[src/rtl/cpu_ctrl_pkg.sv]
// Shared encodings for the multicycle control unit: opcodes, FSM states and
// the datapath select / error code values it drives.
package cpu_ctrl_pkg;

  localparam int unsigned OP_AND  = 0;
  localparam int unsigned OP_ADD  = 1;
  localparam int unsigned OP_SUB  = 2;
  localparam int unsigned OP_ANDI = 3;
  localparam int unsigned OP_ADDI = 4;
  localparam int unsigned OP_LW   = 5;
  localparam int unsigned OP_SW   = 6;
  localparam int unsigned OP_BEQ  = 7;
  localparam int unsigned OP_J    = 8;
  localparam int unsigned OP_JAL  = 9;
  localparam int unsigned OP_RET  = 10;
  localparam int unsigned OP_STOP = 11;

  typedef enum logic [2:0] {
    S_RST       = 3'd0,
    S_FETCH     = 3'd1,
    S_DECODE    = 3'd2,
    S_EXECUTE   = 3'd3,
    S_MEMORY    = 3'd4,
    S_WRITEBACK = 3'd5,
    S_HALT      = 3'd6
  } state_t;

  typedef enum logic [1:0] {
    PC_PLUS4  = 2'd0,
    PC_BRANCH = 2'd1,
    PC_JUMP   = 2'd2,
    PC_RETREG = 2'd3
  } pc_src_t;

  typedef enum logic [1:0] {
    WB_ALU = 2'd0,
    WB_MEM = 2'd1,
    WB_PC4 = 2'd2
  } wb_src_t;

  typedef enum logic [1:0] {
    ALU_ADD = 2'd0,
    ALU_SUB = 2'd1,
    ALU_AND = 2'd2
  } alu_op_t;

  typedef enum logic [1:0] {
    ERR_NONE    = 2'd0,
    ERR_STOP    = 2'd1,
    ERR_ILLEGAL = 2'd2,
    ERR_TIMEOUT = 2'd3
  } err_code_t;

endpackage

[src/rtl/mem_timeout_counter.sv]
// Counts wait cycles of one memory access; expire fires on the cycle the
// wait budget would be exhausted and the memory is still not ready.
module mem_timeout_counter #(
  parameter int LIMIT = 15
) (
  input  logic clk,
  input  logic rst_n,
  input  logic clear,
  input  logic enable,
  input  logic ready,
  output logic expire
);

  localparam int W = $clog2(LIMIT + 1);

  logic [W-1:0] count;

  always_ff @(posedge clk or negedge rst_n) begin
    if (!rst_n) begin
      count <= '0;
    end else if (clear) begin
      count <= '0;
    end else if (enable && !ready && (count != W'(LIMIT))) begin
      count <= count + W'(1);
    end
  end

  // ready on the final allowed cycle wins over expiry
  assign expire = enable && !ready && (count == W'(LIMIT - 1));

endmodule

[src/rtl/multicycle_control_unit.sv]
// Moore sequencer for the multicycle datapath: fetch/decode/execute/memory/
// writeback with a memory req/ready handshake and timeout abort.
module multicycle_control_unit #(
  parameter int OPCODE_W    = 6,
  parameter int MEM_TIMEOUT = 15,
  parameter int CNT_W       = 32
) (
  input  logic                clk,
  input  logic                rst_n,
  input  logic [OPCODE_W-1:0] opcode,
  input  logic                alu_zero,
  input  logic                mem_ready,
  output logic                mem_req,
  output logic                mem_we,
  output logic                ir_write,
  output logic                pc_write,
  output logic [1:0]          pc_src,
  output logic                alu_src_b,
  output logic [1:0]          alu_op,
  output logic                reg_write,
  output logic [1:0]          wb_src,
  output logic                reg_dst,
  output logic                halted,
  output logic [1:0]          err_code,
  output logic [CNT_W-1:0]    retired
);

  import cpu_ctrl_pkg::*;

  state_t      state, state_next;
  logic [1:0]  err_next;
  logic [31:0] op;
  logic        retire_inc;
  logic        tmo_clear;
  logic        tmo_expire;

  assign op = 32'(opcode);

  always_ff @(posedge clk or negedge rst_n) begin
    if (!rst_n) begin
      state    <= S_RST;
      err_code <= ERR_NONE;
      retired  <= '0;
    end else begin
      state    <= state_next;
      err_code <= err_next;
      if (retire_inc) retired <= retired + {{(CNT_W-1){1'b0}}, 1'b1};
    end
  end

  always_comb begin
    state_next = state;
    err_next   = err_code;
    mem_req    = 1'b0;
    mem_we     = 1'b0;
    ir_write   = 1'b0;
    pc_write   = 1'b0;
    pc_src     = PC_PLUS4;
    alu_src_b  = 1'b0;
    alu_op     = ALU_ADD;
    reg_write  = 1'b0;
    wb_src     = WB_ALU;
    reg_dst    = 1'b0;
    halted     = 1'b0;

    case (state)
      S_RST: state_next = S_FETCH;

      S_FETCH: begin
        mem_req = 1'b1;
        if (mem_ready) begin
          ir_write   = 1'b1;
          pc_write   = 1'b1;
          pc_src     = PC_PLUS4;
          state_next = S_DECODE;
        end else if (tmo_expire) begin
          state_next = S_HALT;
          err_next   = ERR_TIMEOUT;
        end
      end

      S_DECODE: begin
        if (op == OP_J) begin
          pc_write   = 1'b1;
          pc_src     = PC_JUMP;
          state_next = S_FETCH;
        end else if (op == OP_JAL) begin
          pc_write   = 1'b1;
          pc_src     = PC_JUMP;
          reg_write  = 1'b1;
          wb_src     = WB_PC4;
          reg_dst    = 1'b1;
          state_next = S_FETCH;
        end else if (op == OP_RET) begin
          pc_write   = 1'b1;
          pc_src     = PC_RETREG;
          state_next = S_FETCH;
        end else if (op == OP_STOP) begin
          state_next = S_HALT;
          err_next   = ERR_STOP;
        end else if (op > OP_STOP) begin
          state_next = S_HALT;
          err_next   = ERR_ILLEGAL;
        end else begin
          state_next = S_EXECUTE;
        end
      end

      S_EXECUTE: begin
        alu_src_b = (op == OP_ADDI) || (op == OP_ANDI) || (op == OP_LW) || (op == OP_SW);
        if ((op == OP_SUB) || (op == OP_BEQ))       alu_op = ALU_SUB;
        else if ((op == OP_AND) || (op == OP_ANDI)) alu_op = ALU_AND;
        if (op == OP_BEQ) begin
          pc_write   = alu_zero;
          pc_src     = PC_BRANCH;
          state_next = S_FETCH;
        end else if ((op == OP_LW) || (op == OP_SW)) begin
          state_next = S_MEMORY;
        end else begin
          state_next = S_WRITEBACK;
        end
      end

      S_MEMORY: begin
        mem_req = 1'b1;
        mem_we  = (op == OP_SW);
        if (mem_ready) begin
          state_next = (op == OP_SW) ? S_FETCH : S_WRITEBACK;
        end else if (tmo_expire) begin
          state_next = S_HALT;
          err_next   = ERR_TIMEOUT;
        end
      end

      S_WRITEBACK: begin
        reg_write  = 1'b1;
        wb_src     = (op == OP_LW) ? WB_MEM : WB_ALU;
        reg_dst    = 1'b0;
        state_next = S_FETCH;
      end

      S_HALT: halted = 1'b1;

      default: state_next = S_RST;
    endcase
  end

  // only instruction completions count, not the start-up RST->FETCH step
  assign retire_inc = (state_next == S_FETCH) &&
                      ((state == S_DECODE) || (state == S_EXECUTE) ||
                       (state == S_MEMORY) || (state == S_WRITEBACK));

  assign tmo_clear = (state_next != state) &&
                     ((state_next == S_FETCH) || (state_next == S_MEMORY));

  mem_timeout_counter #(
    .LIMIT (MEM_TIMEOUT)
  ) u_tmo (
    .clk    (clk),
    .rst_n  (rst_n),
    .clear  (tmo_clear),
    .enable (mem_req),
    .ready  (mem_ready),
    .expire (tmo_expire)
  );

endmodule

[config.mk]
export PLATFORM = sky130hd
export DESIGN_NAME = multicycle_control_unit
export DESIGN_NICKNAME = d
export VERILOG_FILES = /design/src/rtl/cpu_ctrl_pkg.sv /design/src/rtl/mem_timeout_counter.sv /design/src/rtl/multicycle_control_unit.sv
export SDC_FILE = /design/constraint.sdc
export NUM_CORES = 1
export LEC_CHECK = 0
export BUFFER_PORTS_ARGS = -buffer_cell sky130_fd_sc_hd__buf_2
export CORE_AREA = 4 4 78 80
export CTS_CLUSTER_DIAMETER = 60
export DETAILED_ROUTE_END_ITERATION = 6
export DIE_AREA = 0 0 82 84
export PLACE_DENSITY = 0.77
export SLEW_MARGIN = 20
export SYNTH_ARGS = -nofsm -noshare
export SYNTH_HDL_FRONTEND = slang
export SYNTH_SLANG_ARGS = --single-unit
[constraint.sdc]
create_clock -name clk -period 3.8 [get_ports clk]
set_input_delay 0.19 -clock clk [delete_from_list [all_inputs] [get_ports clk]]
set_output_delay 0.19 -clock clk [all_outputs]
set_load 0.1 [all_outputs]
# After elaboration in Yosys (flattened, before gate mapping)
# Cells that the tools add are included.
# Widths: inputs -> output; s select.
dict set report op_classes {
  addsub 2
  magnitude_cmp 1
  eq_ne 27
  mux 49
  reduce_logical 23
}
# op count
set ops {}
lappend ops {{$add 32x1->32 const B} 1}
lappend ops {{$logic_not 32->1} 1}
lappend ops {{$mux 2} 15}
lappend ops {{$mux 3} 10}
lappend ops {{$eq 6x3->1 const B} 4}
lappend ops {{$eq 6x4->1 const B} 4}
lappend ops {{$pmux 3 s6} 1}
lappend ops {{$mux 1} 16}
lappend ops {{$eq 3x3->1 const B} 4}
lappend ops {{$eq 6x2->1 const B} 2}
lappend ops {{$pmux 2 s2} 3}
lappend ops {{$logic_or 1x1->1} 10}
lappend ops {{$mux 4} 2}
lappend ops {{$ne 2x2->1 const B} 4}
lappend ops {{$reduce_and 7->1} 1}
lappend ops {{$eq 3x1->1 const B} 2}
lappend ops {{$eq 3x2->1 const B} 2}
lappend ops {{$gt 6x4->1 const B} 1}
lappend ops {{$logic_and 1x1->1} 5}
lappend ops {{$add 4x1->4 const B} 1}
lappend ops {{$eq 4x4->1 const B} 1}
lappend ops {{$ne 4x4->1 const B} 1}
lappend ops {{$reduce_bool 2->1} 2}
lappend ops {{$reduce_or 2->1} 2}
lappend ops {{7 further kinds} 7}
dict set report word_totals {
  reg_bits 41
  input_bits 10
  wordCells 106
}

# Depth between registers and ports, before layout
dict set report depth {
  depth_word 12
  depth_mapped 8
}

# Cells and area by module
# From an unflattened synthesis, not the netlist that was laid out.
dict set report hier_totals {
  hier_cells 266
  area_unflattened_um2 2572.5
}
# mod n_inst cells_per_inst area_per_inst_um2 seq_area_each_um2
set modules_own_cells {}
lappend modules_own_cells {multicycle_control_unit 1 241 2324.7 925.9}
lappend modules_own_cells {mem_timeout_counter 1 25 247.7 100.1}

# Worst setup path after synthesis
# Ideal clock, no wire load.
dict set report synth_timing {
  path_type {register to output}
  startpoint {reg state[0]}
  endpoint {out alu_op[1]}
  arrival_ps 3248
  required_time_ps 3610
  path_slack_ps 362
  path_stages_with_launch 5
  n_path_buf 1
  path_cell_list {dfrtp_1 > clkbuf_1 > nand3b_1 > or4_1 > nor3_1}
}
dict set report synth_between {
  elab_chain_len 2
}
# item line_no
set synth_rtl {}
lappend synth_rtl {{start: declaration} multicycle_control_unit.sv:30} ;# state_t state, state_next;
lappend synth_rtl {{start signal: assignment} multicycle_control_unit.sv:45} ;# state <= state_next;
lappend synth_rtl {{$eq 3x2->1} multicycle_control_unit.sv:66} ;# case (state)
lappend synth_rtl {{$mux 2} multicycle_control_unit.sv:66}
lappend synth_rtl {{end: declaration} multicycle_control_unit.sv:19} ;# output logic [1:0] alu_op,
# No other way between the ends.

# Final worst setup path
dict set report layout_timing {
  startpoint {reg state[0]}
  endpoint {reg retired[1]}
}
dict set report layout_between {
  elab_chain_len 10
  word_cells_on_any_way 21
  classes_between {7 x eq/ne; 5 x mux; 9 x reduce/logical}
}
# item line_no
set layout_rtl {}
lappend layout_rtl {{$eq 3x3->1 / $eq 3x1->1 (equally long branches)} {multicycle_control_unit.sv:66, multicycle_control_unit.sv:151}}
lappend layout_rtl {{$reduce_or 2->1 (no line)} --}
lappend layout_rtl {{$mux 1} multicycle_control_unit.sv:66}
lappend layout_rtl {{$logic_and 1x1->1 (2 in a row)} mem_timeout_counter.sv:29} ;# assign expire = enable && !ready && (count == W'(LIMIT - 1));
lappend layout_rtl {{$mux 3} {multicycle_control_unit.sv:76, multicycle_control_unit.sv:129}}
lappend layout_rtl {{$mux 3, on equally long branches} {multicycle_control_unit.sv:127, multicycle_control_unit.sv:71}}
lappend layout_rtl {{$pmux 3 s6} multicycle_control_unit.sv:66}
lappend layout_rtl {{$eq 3x1->1} multicycle_control_unit.sv:149} ;# assign retire_inc = (state_next == S_FETCH) &&
lappend layout_rtl {{$logic_and 1x1->1 *} multicycle_control_unit.sv:149}
lappend layout_rtl {{end signal: assignment} multicycle_control_unit.sv:47} ;# if (retire_inc) retired <= retired + {{(CNT_W-1){1'b0}}, 1'b1};
lappend layout_rtl {{end: declaration} multicycle_control_unit.sv:25} ;# output logic [CNT_W-1:0] retired
# Every way passes the cells marked *; elsewhere a longest branch is shown, timed or not.
# A chain may end at the register's enable or synchronous reset.

==> impl_metrics.csv <==
group,metric,value,unit
logic_synthesis,syn_area,0.00262,mm^2
global_route,track_usage,0.181,
logic_synthesis,ys.flop_type,"dfrtp_1",
cts,cts_tree,"done",
timing,clock.fmax,403,MHz
placed_design,io_buffers,57,
pwr,p_per_area,586,mW/mm^2
setup_path,cp-end-kind,"register",
routing,ant_nets,0,
logic_synthesis,ys_seq_area_frac,0.392,
timing,max-slew-margin-rel,0.408,
timing,fin_tns_setup,0,ps
setup_path,rrSetupSlack,1320,ps
cts,cts_buffers,5,
timing,hold_viol,0,
floorplan,die_area,0.00689,mm^2
setup_path,startpoint,"state[0]",
routing,routed_wl,5720,um
cts,htreeDepth,2,
pwr,ir_worst_vdd,0.801,mV
setup_path,timing.rr.start,"state[0]",
routing,via_per_inst,5.54,
finish,diodes,0,
worst_hold_path,hold_class,"in2async",
routing,drt_iter0_markers,121,
timing,slew_viol_final,0,
cts,cts.root.buffer_cell,"clkbuf_8",
finish,final_common_cell,"buf_2",
cts,cts_sinks,41,
logic_synthesis,async_reset_ff_frac,1.00,
timing,rsz0062_at_grt,"false",
cts,clk_pin_slew,80,ps
run_status,outcome,"finished clean",
pwr,p_leak,1.49,nW
logic_synthesis,syn_nets,271,
cts,cts_resized,0,
floorplan,start_util,0.484,
finish,final_cell_mix,"buf_2 (57), dfrtp_1 (41), xor2_1 (33), nor2_1 (20), nor4_2 (20)",
global_route,antenna_found_initial,0,
routing,route.detailed.drc,0,
setup_path,crit_required,3980,ps
timing,skew,6.51,ps
timing,finalSetupViolCount,0,
global_route,grt_pass1_vias,2119,
global_route,grt_start_max_net_pins,42,
finish,layout.nets,324,
logic_synthesis,postSynthAreaPerCell,10.1,um^2
global_route,grt_first_pass_wirelength,10100,um
floorplan,io_pins,58,
cts,clockBufferDepth,2,
floorplan,num_rows,27,
finish,multi_input_area,0.00150,mm^2
floorplan,design.core.area,0.00541,mm^2
finish,area_growth_syn_to_layout,16.0,%
timing,hold_ws,14.8,ps
setup_path,cp_max_fo,31,
job,maxCapViolations,0,
floorplan,die_y,84,um
setup_path,cp_data_arrival_time,2660,ps
logic_synthesis,ys_warn_count,0,
logic_synthesis,synthCells,258,
pwr,p_total,1.78,mW
timing,period_share,0.653,
placed_design,dp_slack,1330,ps
routing,vias,2123,
setup_path,critPathCapture,"retired[1]",
finish,drive_above_1_share,0.318,
placed_design,gp_congestion,0.877,
routing,wire_per_inst,14.9,um
global_route,grt_overflow,0,
logic_synthesis,synth-edff-count,0,
timing,fin_ws,1320,ps
cts,post_cts_buffers,0,
cts,clock_latency,290,ps
logic_synthesis,synth_seq_cells,41,
placed_design,dpl.hpwl,4240,um
finish,final-seq-area,0.00103,mm^2
floorplan,fp.dieW,82,um
logic_synthesis,synth.distinct_cells,45,
setup_path,start_kind,"register",
timing,tightest_slew,888,ps
setup_path,rr_endpoint,"retired[1]",
timing,finalWorstPathRequiredPeriod,2480,ps
setup_path,critical_path_class,"reg2reg",
finish,n_fill_cell,485,
routing,drtPass1Iterations,4,
setup_path,reg2reg_depth,6,
cts,ctsHoldBuffers,0,
==> through the flow <==
stage / utilization / cells / area, um^2
finish: 0.562 / 383 / 3040
CTS: 0.562 / 383 / 3040
global route: 0.562 / 383 / 3040
global placement: 0.546 / 376 / 2950
detailed placement: 0.546 / 376 / 2950
floorplan: - / 258 / 2620
==> layout make-up <==
cell class                      count  share of cell area
Clock buffer                        7              0.0284
Inverter                            7             0.00866
Multi-Input combinational cell    196               0.494
Sequential cell                    41               0.338
Tap cell                           72              0.0297
Timing Repair Buffer               60               0.101
==> flip-flops by register name, indices dropped and copies added (netlist names) <==
register,count
err_code,2
retired,32
state,3
u_tmo.count,4
==> where the power goes <==
part | switching (mW) | internal [mW]
Combinational | 0.728 | 0.194
Clock | 0.143 | 0.144
Sequential | 0.0784 | 0.489
Total | 0.950 | 0.828
==> logic make-up after synthesis <==
family	Yosys count	synth area share
compound gates	28	0.0841
xor+xnor	39	0.130
fa+ha+maj	3	0.0143
buf+inv	21	0.0382
flops	41	0.392
mux	1	0.00430
simple gates	125	0.337
==> routing by layer <==
layer	wire [um]	GRT usage	share of wire	vias up
li1	-	-	-	1041
met1	2620	0.252	0.46	1040
met2	2830	0.287	0.50	37
met3	195	0.0356	0.034	5
met4	65	0.0468	0.011	0
met5	0	0	0	-
==> how the worst min path moves through the flow <==
| stage | endpoint | slack [ps] | cells past startpoint |
|---|---|---|---|
| floorplan | err_code[0] | -110 | 0 |
| detailed placement | retired[18] | 360 | 1 |
| global placement | retired[18] | 360 | 1 |
| CTS | retired[18] | 40 | 1 |
| finish | retired[18] | 10 | 1 |
| global route | retired[18] | 80 | 1 |
==> critical path, stage by stage (launching register included) <==
cell and delay [ps]:
dfrtp_1 510, or3b_1 510, a2111oi_4 430, a211oi_4 70
buf_4 280, nor2_1 220, mux2_1 340
==> synth_stat cells (all sizes together) (8+ instances only) <==
| cell | n | share of area |
|---|---|---|
| a21oi | 10 | 0.019 |
| and3 | 9 | 0.022 |
| dfrtp | 41 | 0.39 |
| nand2 | 15 | 0.022 |
| nand3 | 17 | 0.033 |
| nand4 | 11 | 0.026 |
| nor2 | 20 | 0.029 |
| nor3 | 8 | 0.017 |
| nor4 | 21 | 0.10 |
| xor2 | 33 | 0.11 |
Power figures use the tool's default switching activity.
